<file path="src/rtl/irq_ctrl_pkg.sv">
// Shared definitions for the vectored interrupt controller: register
// offsets, FSM state encodings and a small byte-select helper.
package irq_ctrl_pkg;

    // I/O register window offsets
    localparam logic [2:0] REG_EN_LO    = 3'd0;
    localparam logic [2:0] REG_EN_HI    = 3'd1;
    localparam logic [2:0] REG_PEND_LO  = 3'd2;
    localparam logic [2:0] REG_PEND_HI  = 3'd3;
    localparam logic [2:0] REG_INSVC_LO = 3'd4;
    localparam logic [2:0] REG_INSVC_HI = 3'd5;
    localparam logic [2:0] REG_STATUS   = 3'd6;
    localparam logic [2:0] REG_RSVD     = 3'd7;

    // Channel ids are always carried in 4 bits (up to 16 channels)
    localparam int IRQ_ID_W = 4;

    // Request FSM
    typedef enum logic [1:0] {
        ST_IDLE  = 2'd0,
        ST_REQ   = 2'd1,
        ST_ACKED = 2'd2
    } irq_state_e;

    // Picks the low or high byte of a 16-bit zero-padded register image
    function automatic logic [7:0] byte_sel(input logic [15:0] v, input logic hi);
        return hi ? v[15:8] : v[7:0];
    endfunction

endpackage

</file>
<file path="src/rtl/irq_ctrl_prio_enc.sv">
// Lowest-set-bit priority encoder: returns the index of the lowest set
// bit of vec and a valid flag when any bit is set.
module prio_enc #(
    parameter int N     = 8,
    parameter int IDX_W = 4
) (
    input  logic [N-1:0]     vec,
    output logic [IDX_W-1:0] idx,
    output logic             valid
);

    // Scan from the top down so the lowest set bit is the last one written
    always_comb begin
        idx   = '0;
        valid = 1'b0;
        for (int i = N - 1; i >= 0; i--) begin
            if (vec[i]) begin
                idx   = IDX_W'(i);
                valid = 1'b1;
            end
        end
    end

endmodule

</file>
<file path="src/rtl/irq_ctrl.sv">
// Vectored interrupt controller: per-channel edge/level capture, enable
// and pending registers behind an 8-bit I/O window, fixed priority
// (lowest index wins) with optional nesting, and a req/ack/done
// handshake toward the CPU with per-channel clear pulses to the sources.
//
// Handshake: irq_req is held with irq_vector frozen until the CPU pulses
// irq_ack (transfer happens on the cycle irq_ack=1 while irq_req=1) or
// global_en falls (request withdrawn, pending kept). irq_done retires the
// highest-priority in-service channel at any time.
module irq_ctrl
    import irq_ctrl_pkg::*;
#(
    parameter int                NUM_IRQ       = 8,
    parameter int                ADDR_W        = 16,
    parameter logic [ADDR_W-1:0] VECTOR_BASE   = ADDR_W'(16'h0008),
    parameter int                VECTOR_STRIDE = 2,
    parameter logic [NUM_IRQ-1:0] EDGE_MASK    = {NUM_IRQ{1'b1}},
    parameter bit                NEST          = 1'b1
) (
    input  logic               clk,
    input  logic               reset,
    input  logic [NUM_IRQ-1:0] irq_in,
    output logic [NUM_IRQ-1:0] irq_clr,
    input  logic               global_en,
    output logic               irq_req,
    output logic [ADDR_W-1:0]  irq_vector,
    input  logic               irq_ack,
    input  logic               irq_done,
    input  logic [2:0]         io_addr,
    input  logic [7:0]         io_wdata,
    input  logic               io_we,
    input  logic               io_re,
    output logic [7:0]         io_rdata,
    output logic [1:0]         dbg_state
);

    irq_state_e           state_q, state_d;
    logic [NUM_IRQ-1:0]   en_q, en_d;
    logic [NUM_IRQ-1:0]   pend_q, pend_d;
    logic [NUM_IRQ-1:0]   isvc_q, isvc_d;
    logic [NUM_IRQ-1:0]   clr_q, clr_d;
    logic [NUM_IRQ-1:0]   prev_q;
    logic                 req_q, req_d;
    logic [ADDR_W-1:0]    vec_q, vec_d;
    logic [IRQ_ID_W-1:0]  id_q, id_d;
    logic [7:0]           rdata_q, rdata_d;

    logic [NUM_IRQ-1:0]   trig;
    logic [NUM_IRQ-1:0]   eligible;
    logic [NUM_IRQ-1:0]   ack_mask;
    logic [NUM_IRQ-1:0]   done_mask;
    logic [IRQ_ID_W-1:0]  win_idx, isvc_idx;
    logic                 win_valid, isvc_valid;
    logic                 allowed;
    logic [15:0]          en_w, w1c_w;
    logic [15:0]          en16, pend16, isvc16;

    // Edge channels fire on a rising transition, level channels while high
    assign trig     = (EDGE_MASK & irq_in & ~prev_q) | (~EDGE_MASK & irq_in);
    assign eligible = pend_q & en_q;

    prio_enc #(.N(NUM_IRQ), .IDX_W(IRQ_ID_W)) u_win_enc (
        .vec   (eligible),
        .idx   (win_idx),
        .valid (win_valid)
    );

    prio_enc #(.N(NUM_IRQ), .IDX_W(IRQ_ID_W)) u_isvc_enc (
        .vec   (isvc_q),
        .idx   (isvc_idx),
        .valid (isvc_valid)
    );

    // A winner may be presented only if it outranks everything in service
    always_comb begin
        if (NEST) begin
            allowed = win_valid && (!isvc_valid || (win_idx < isvc_idx));
        end else begin
            allowed = win_valid && !isvc_valid;
        end
    end

    // irq_done retires the lowest-index in-service channel (pre-ack view)
    always_comb begin
        done_mask = '0;
        if (irq_done && isvc_valid) begin
            done_mask = NUM_IRQ'(1) << isvc_idx;
        end
    end

    // Request FSM: next state, frozen id/vector and the ack strobe
    always_comb begin
        state_d  = state_q;
        req_d    = req_q;
        vec_d    = vec_q;
        id_d     = id_q;
        ack_mask = '0;
        case (state_q)
            ST_IDLE: begin
                if (global_en && allowed) begin
                    id_d    = win_idx;
                    vec_d   = VECTOR_BASE + ADDR_W'(win_idx) * ADDR_W'(VECTOR_STRIDE);
                    req_d   = 1'b1;
                    state_d = ST_REQ;
                end
            end
            ST_REQ: begin
                if (irq_ack) begin
                    ack_mask = NUM_IRQ'(1) << id_q;
                    req_d    = 1'b0;
                    state_d  = ST_ACKED;
                end else if (!global_en) begin
                    req_d   = 1'b0;
                    state_d = ST_IDLE;
                end
            end
            ST_ACKED: begin
                // one settle cycle so the acked channel cannot re-win
                state_d = ST_IDLE;
            end
            default: begin
                req_d   = 1'b0;
                state_d = ST_IDLE;
            end
        endcase
    end

    // Enable writes, pending set/clear (set wins), in-service update
    always_comb begin
        en_w  = 16'(en_q);
        w1c_w = '0;
        if (io_we) begin
            case (io_addr)
                REG_EN_LO:   en_w[7:0]   = io_wdata;
                REG_EN_HI:   en_w[15:8]  = io_wdata;
                REG_PEND_LO: w1c_w[7:0]  = io_wdata;
                REG_PEND_HI: w1c_w[15:8] = io_wdata;
                default: ;
            endcase
        end
        en_d   = en_w[NUM_IRQ-1:0];
        pend_d = (pend_q & ~(w1c_w[NUM_IRQ-1:0] | ack_mask)) | trig;
        isvc_d = (isvc_q & ~done_mask) | ack_mask;
        clr_d  = ack_mask;
    end

    // Register read mux; data appears the cycle after io_re
    always_comb begin
        en16    = 16'(en_q);
        pend16  = 16'(pend_q);
        isvc16  = 16'(isvc_q);
        rdata_d = rdata_q;
        if (io_re) begin
            case (io_addr)
                REG_EN_LO:    rdata_d = byte_sel(en16, 1'b0);
                REG_EN_HI:    rdata_d = byte_sel(en16, 1'b1);
                REG_PEND_LO:  rdata_d = byte_sel(pend16, 1'b0);
                REG_PEND_HI:  rdata_d = byte_sel(pend16, 1'b1);
                REG_INSVC_LO: rdata_d = byte_sel(isvc16, 1'b0);
                REG_INSVC_HI: rdata_d = byte_sel(isvc16, 1'b1);
                REG_STATUS:   rdata_d = {req_q, 3'b000, id_q};
                default:      rdata_d = 8'h00;
            endcase
        end
    end

    // State registers; prev_q tracks irq_in even in reset so a held line
    // does not look like an edge when reset is released
    always_ff @(posedge clk) begin
        prev_q <= irq_in;
        if (reset) begin
            state_q <= ST_IDLE;
            en_q    <= '0;
            pend_q  <= '0;
            isvc_q  <= '0;
            clr_q   <= '0;
            req_q   <= 1'b0;
            vec_q   <= VECTOR_BASE;
            id_q    <= '0;
            rdata_q <= 8'h00;
        end else begin
            state_q <= state_d;
            en_q    <= en_d;
            pend_q  <= pend_d;
            isvc_q  <= isvc_d;
            clr_q   <= clr_d;
            req_q   <= req_d;
            vec_q   <= vec_d;
            id_q    <= id_d;
            rdata_q <= rdata_d;
        end
    end

    assign irq_clr    = clr_q;
    assign irq_req    = req_q;
    assign irq_vector = vec_q;
    assign io_rdata   = rdata_q;
    assign dbg_state  = state_q;

endmodule
</file>
<file path="config.mk">
export PLATFORM = sky130hd
export DESIGN_NAME = irq_ctrl
export DESIGN_NICKNAME = d
export VERILOG_FILES = /design/src/rtl/irq_ctrl_pkg.sv /design/src/rtl/irq_ctrl_prio_enc.sv /design/src/rtl/irq_ctrl.sv
export SDC_FILE = /design/constraint.sdc
export NUM_CORES = 1
export LEC_CHECK = 0
export BUFFER_PORTS_ARGS = -buffer_cell sky130_fd_sc_hd__buf_2
export CAP_MARGIN = 20
export CELL_PAD_IN_SITES_DETAIL_PLACEMENT = 0
export CELL_PAD_IN_SITES_GLOBAL_PLACEMENT = 1
export CORE_UTILIZATION = 44
export CTS_CLUSTER_DIAMETER = 150
export DETAILED_ROUTE_END_ITERATION = 7
export PLACE_DENSITY_LB_ADDON = 0.1
export SYNTH_ARGS = -nofsm -noshare
export SYNTH_HDL_FRONTEND = slang
export SYNTH_HIERARCHICAL = 1
export SYNTH_SLANG_ARGS = --single-unit
</file>
<file path="constraint.sdc">
create_clock -name clk -period 4.3 [get_ports clk]
set_input_delay 0.43 -clock clk [delete_from_list [all_inputs] [get_ports clk]]
set_output_delay 0.43 -clock clk [all_outputs]
set_load 0.005 [all_outputs]
</file>
* Word level (Yosys, flattened, before mapping)
Index checks and enable logic that the tools add are counted.
** Storage, ports and cells
- Bits in registers :: 71
- Bits of input ports :: 26
- Output and inout bits :: 35
- Logic and storage cells :: 89
** Operators by class
- Add/subtract/negate cells :: 1
- Magnitude comparators :: 1
- Eq/ne operators :: 7
- Shift-type cells :: 2
- Mux-type cells :: 46
- Bitwise gates (word level) :: 11
- Reductions and logical operators :: 11
** Operators with widths (number)
- $mux 3 :: 16
- $mux 8 :: 5
- $and 8x8->8 :: 4
- $pmux 8 s4 :: 1
- $not 8->8 :: 3
- $or 8x8->8 :: 3
- $mux 1 :: 19
- $shl 1x4->8 const A :: 2
- $add 4x5->6 const A :: 1
- $eq 3x3->1 const B :: 2
- $mux 2 :: 3
- $reduce_and 2->1 :: 3
- $lt 4x4->1 :: 1
- $pmux 2 s2 :: 1
- $eq 3x2->1 const B :: 1
- $logic_and 1x1->1 :: 3
- $logic_not 3->1 :: 1
- $ne 3x3->1 const B :: 1
- $pmux 1 s3 :: 1
- $reduce_and 3->1 :: 1
- $eq 2x1->1 const B :: 1
- $eq 2x2->1 const B :: 1
- $logic_not 2->1 :: 1
- $ne 2x2->1 const B :: 1
- other kinds (3) :: 3

* Logic depth before layout (Yosys ltp)
- Depth in word-level cells :: 15
- Gate-level depth with buffers :: 9
- Depth with buffers taken out :: 9

* Cells and area by module
Netlist, hierarchy kept.
** By module, submodules not included
- irq_ctrl :: instances 1, cells each 276, area each 2595.0 um2, seq. area each 1161.1 um2
- prio_enc :: instances 2, cells each 15, area each 91.3 um2, seq. area each 0.0 um2

* Least setup slack after synthesis
OpenSTA, ideal clock, no wires.
- Kind :: register -> register
- From :: reg isvc_q[5]
- To :: reg id_q[2]
- Setup time :: 0.072 ns
- Arrival time :: 2.143 ns
- Setup slack :: 2.086 ns
- Cell stages (with the launch flop) :: 10
- Buffers on the path :: 0
- Period minus slack after synthesis :: 2.214 ns
- Cell sequence :: dfxtp_1 > nor2_1 > o21ai_0 > a211oi_1 > inv_1 > ha_1 > o211ai_1 > o211ai_2 > and2_1 > mux2i_1
** On the way
- Longest elaborated chain between the ends :: 11
** RTL lines
- start: declaration :: line irq_ctrl.sv:40 : logic [NUM_IRQ-1:0] isvc_q, isvc_d;
- start signal: assignment :: line irq_ctrl.sv:185 : isvc_q <= isvc_d;
- $mux 3 (6 in series) :: line irq_ctrl_prio_enc.sv:17 : if (vec[i]) begin
- named net isvc_idx[1] :: line irq_ctrl.sv:52 : logic [IRQ_ID_W-1:0] win_idx, isvc_idx;
- $lt 4x4->1 :: line irq_ctrl.sv:77 : allowed = win_valid && (!isvc_valid || (win_idx < isvc_idx));
- $logic_or 1x1->1 :: line irq_ctrl.sv:77
- $logic_and 1x1->1 :: line irq_ctrl.sv:77
- $logic_and 1x1->1 :: line irq_ctrl.sv:100 : if (global_en && allowed) begin
- $reduce_and 2->1 (no line)
- end signal: assignment :: line irq_ctrl.sv:189 : id_q <= id_d;
- end: declaration :: line irq_ctrl.sv:45 : logic [IRQ_ID_W-1:0] id_q, id_d;
The timed path passes the listed nets, and every way through them passes these cells.
A chain may end at the register's enable or synchronous reset.

* Worst setup path after layout
Ends and elaborated chain as after synthesis.

==> flow_metrics.py <==
metrics = {
    "cells_and_area": {
        "diodes": 0,
        "layout-drive-gt1-share_pct": 24.6,
        "mostFrequentLayoutCells": "dfxtp_1, buf_2, nand2_1, a21oi_1, nor2_1",
        "syn2layout_area_growth_pct": 16.7,
        "finalNetCount": 379,
        "fillers": 564,
        "layout_commonest_cell": "dfxtp_1",
        "fin_area_mm2": 0.00324,
    },
    "timing": {
        "maxSlewHeadroom_pct": 34.6,
        "maxSlewViolCount": 0,
        "clock_skew_ns": 0.00763,
        "max_freq_ghz": 0.391,
        "finalHoldViolations": 0,
        "setup_violations": 0,
        "fin_setup_tns_ns": 0,
        "rsz0062_at_grt": "no",
        "layout_min_cycle_time_ns": 2.56,
        "fin_crit_sh_pct": 59.4,
        "worst_pin_slew_ns": 0.968,
    },
    "drt": {
        "remaining_drc_errors": 0,
        "drtAntennaViolNets": 0,
        "drtIter0Drc": 135,
        "via_count": 2321,
        "vias_per_cell": 5.41,
        "drt-pass1-iter-count": 4,
        "drt-total-wl_mm": 6.88,
        "wire_per_inst_um": 16.0,
    },
    "cts": {
        "h-tree-depth": 3,
        "clkTransAtPathRegs_ns": 0.07,
        "cts_tree": "done",
        "numCtsBuffers": 9,
        "cts_setup_buffers": 0,
        "cts_resized": 0,
        "cts_num_sinks": 58,
        "cts.root.buffer_cell": "clkbuf_8",
        "holdBufCountCts": 0,
        "ctsLongestPathBuffers": 2,
        "clock_latency_ns": 0.33,
    },
    "placement": {
        "gp_congestion": 0.843,
        "port_buffers": 49,
        "postPlaceCellArea_mm2": 0.00299,
        "dp_hpwl_mm": 4.86,
    },
    "yosys": {
        "ys_seq_elements": 58,
        "synth_edf_count": 0,
        "syn_inst": 306,
        "synth_area_mm2": 0.00278,
        "syn_avg_cell_area_um2": 9.08,
        "seq_area_frac_synth_pct": 41.8,
        "synthFlopType": "dfxtp_1",
        "synth_cell_types": 51,
        "synth_warnings": 6,
        "ys_async_sr_fraction_pct": 0,
    },
    "critical_path": {
        "rr_worst_depth": 9,
        "r2r-end": "id_q[2]",
        "endpoint_kind": "register",
        "start_kind": "register",
        "critPathMaxFanout": 7,
        "worstPathArrival_ns": 2.82,
        "crit_type": "reg -> reg",
        "r2r-start": "isvc_q[5]",
        "crit_required_ns": 4.56,
        "regToRegSetupSlack_ns": 1.74,
    },
    "global_routing": {
        "grt_pass1_vias": 2125,
        "overflow": 0,
        "grt_usage_pct": 22.9,
        "grt_antenna_before_repair": 0,
        "grt_max_degree": 45,
        "grt_pass1_wl_mm": 11.0,
    },
    "outcome": {
        "status": "completed",
    },
    "floorplanning": {
        "start_util_pct": 46.4,
        "core_area_mm2": 0.00599,
        "io_pins": 61,
        "dieArea_mm2": 0.00663,
        "die_h_um": 81.5,
        "die_w_um": 81.5,
        "rows": 28,
    },
    "power": {
        "total_leakage_power_nw": 1.31,
        "peakVddDrop_uv": 271,
        "power_density_mw_per_mm2": 392,
    },
    "job": {
        "max_cap_violations": 0,
    },
    "hold_path": {
        "min_path_type": "in -> reg",
        "min_path_cells": 1,
        "min-delay-start": "irq_in[6]",
        "whs_endpoint": "prev_q[6]",
    },
}
## metal layers
metal  part of all wire, %  up-vias  wire length (µm)  GRT usage, %
li1                      -     1148                 -             -
met1                    49     1088              3340          30.3
met2                    45       70              3070          35.4
met3                   4.3       15               297          4.78
met4                   2.3        0               161          10.9
met5                     0        -                 0             0
## registers in the layout, indices dropped and copies added, names as in the netlist, 3 cells and up
register,flops
prev_q,8
io_rdata,8
pend_q,8
irq_clr,8
en_q,8
irq_vector,3
id_q,4
isvc_q,8
## cell type report
class,instances,area [µm²],area share [%]
Clock inverter,5,100,3.09
Timing Repair Buffer,51,260,8.03
Tap cell,75,93.8,2.90
Multi-Input combinational cell,221,1440,44.6
Sequential cell,58,1160,35.8
Inverter,8,30.0,0.927
Clock buffer,11,151,4.67
## cell usage after synthesis (2+ instances only)
cell type / n / area, µm²
a31o_1: 2 / 17.5
a41o_1: 4 / 40.0
clkbuf_1: 5 / 18.8
o21bai_1: 2 / 15.0
nor3_2: 3 / 30.0
dfxtp_1: 58 / 1160
o2bb2ai_1: 2 / 17.5
o21a_1: 3 / 22.5
mux2i_1: 4 / 40.0
nand3_1: 9 / 45.0
nor3b_1: 5 / 37.5
o21ai_0: 5 / 25.0
buf_4: 17 / 128
nor2b_1: 14 / 87.6
o2111ai_1: 5 / 43.8
nand2_1: 37 / 139
a21oi_1: 34 / 170
and2_1: 9 / 56.3
nor4_2: 3 / 37.5
conb_1: 3 / 11.3
nor2_1: 17 / 63.8
inv_1: 8 / 30.0
nor4_1: 2 / 12.5
buf_2: 4 / 20.0
a31o_2: 2 / 17.5
o41ai_1: 2 / 17.5
ha_1: 4 / 50.1
o211ai_1: 5 / 37.5
mux4_2: 5 / 113
a211oi_1: 3 / 22.5
nand2b_1: 10 / 62.6
## worst max path at each step
stage              start  cells after the start       to
5_1_grt        isvc_q[5]                      9  id_q[2]
3_3_place_gp   isvc_q[5]                      9  id_q[2]
3_5_place_dp   isvc_q[4]                      9  id_q[2]
4_1_cts        isvc_q[5]                      9  id_q[2]
6_report       isvc_q[5]                      9  id_q[2]
2_1_floorplan  isvc_q[5]                      9  id_q[2]
## logic make-up (layout without fill, tap and decap cells)
| family | after synthesis | after routing | synth area share (%) |
|---|---|---|---|
| AO/OA/AOI/OAI | 73 | 73 | 17.3 |
| adder cells (fa/ha/maj) | 4 | 4 | 1.80 |
| buffers and inverters | 37 | 75 | 7.79 |
| flip-flops | 58 | 58 | 41.8 |
| multiplexers | 9 | 9 | 5.50 |
| other | 3 | 13 | 0.405 |
| AND/OR/NAND/NOR | 122 | 122 | 25.4 |
## metrics by stage
step | total power [W] | instances | util, % | worst slack [ns] | hold WS (ns)
floorplan | 0.000630 | 316 | - | 2.09 | 0.442
global placement | 0.000650 | 413 | 49.9 | 1.88 | 0.451
detailed placement | 0.000651 | 413 | 49.9 | 1.78 | 0.459
CTS | 0.00128 | 429 | 54.1 | 1.76 | 0.190
global route | 0.00132 | 429 | 54.1 | 1.52 | 0.193
finish | 0.00127 | 429 | 54.1 | 1.74 | 0.207
## power by group
part	switching, W	total (W)	leakage, nW	internal (W)
registers	0.00000820	0.000559	0.473	0.000551
logic	0.0000479	0.0000812	0.706	0.0000333
clock network	0.000216	0.000630	0.129	0.000415
total	0.000272	0.00127	1.31	0.000999
## critical path, stage by stage, from the launching register on
cell and delay [ns]:
dfxtp_1 0.34, nor2_1 0.10, o21ai_0 0.08, a211oi_1 0.61
inv_1 0.17, ha_1 0.32, o211ai_1 0.11, o211ai_2 0.32
and2_1 0.24, mux2i_1 0.19
(Power assumes the default switching activity.)
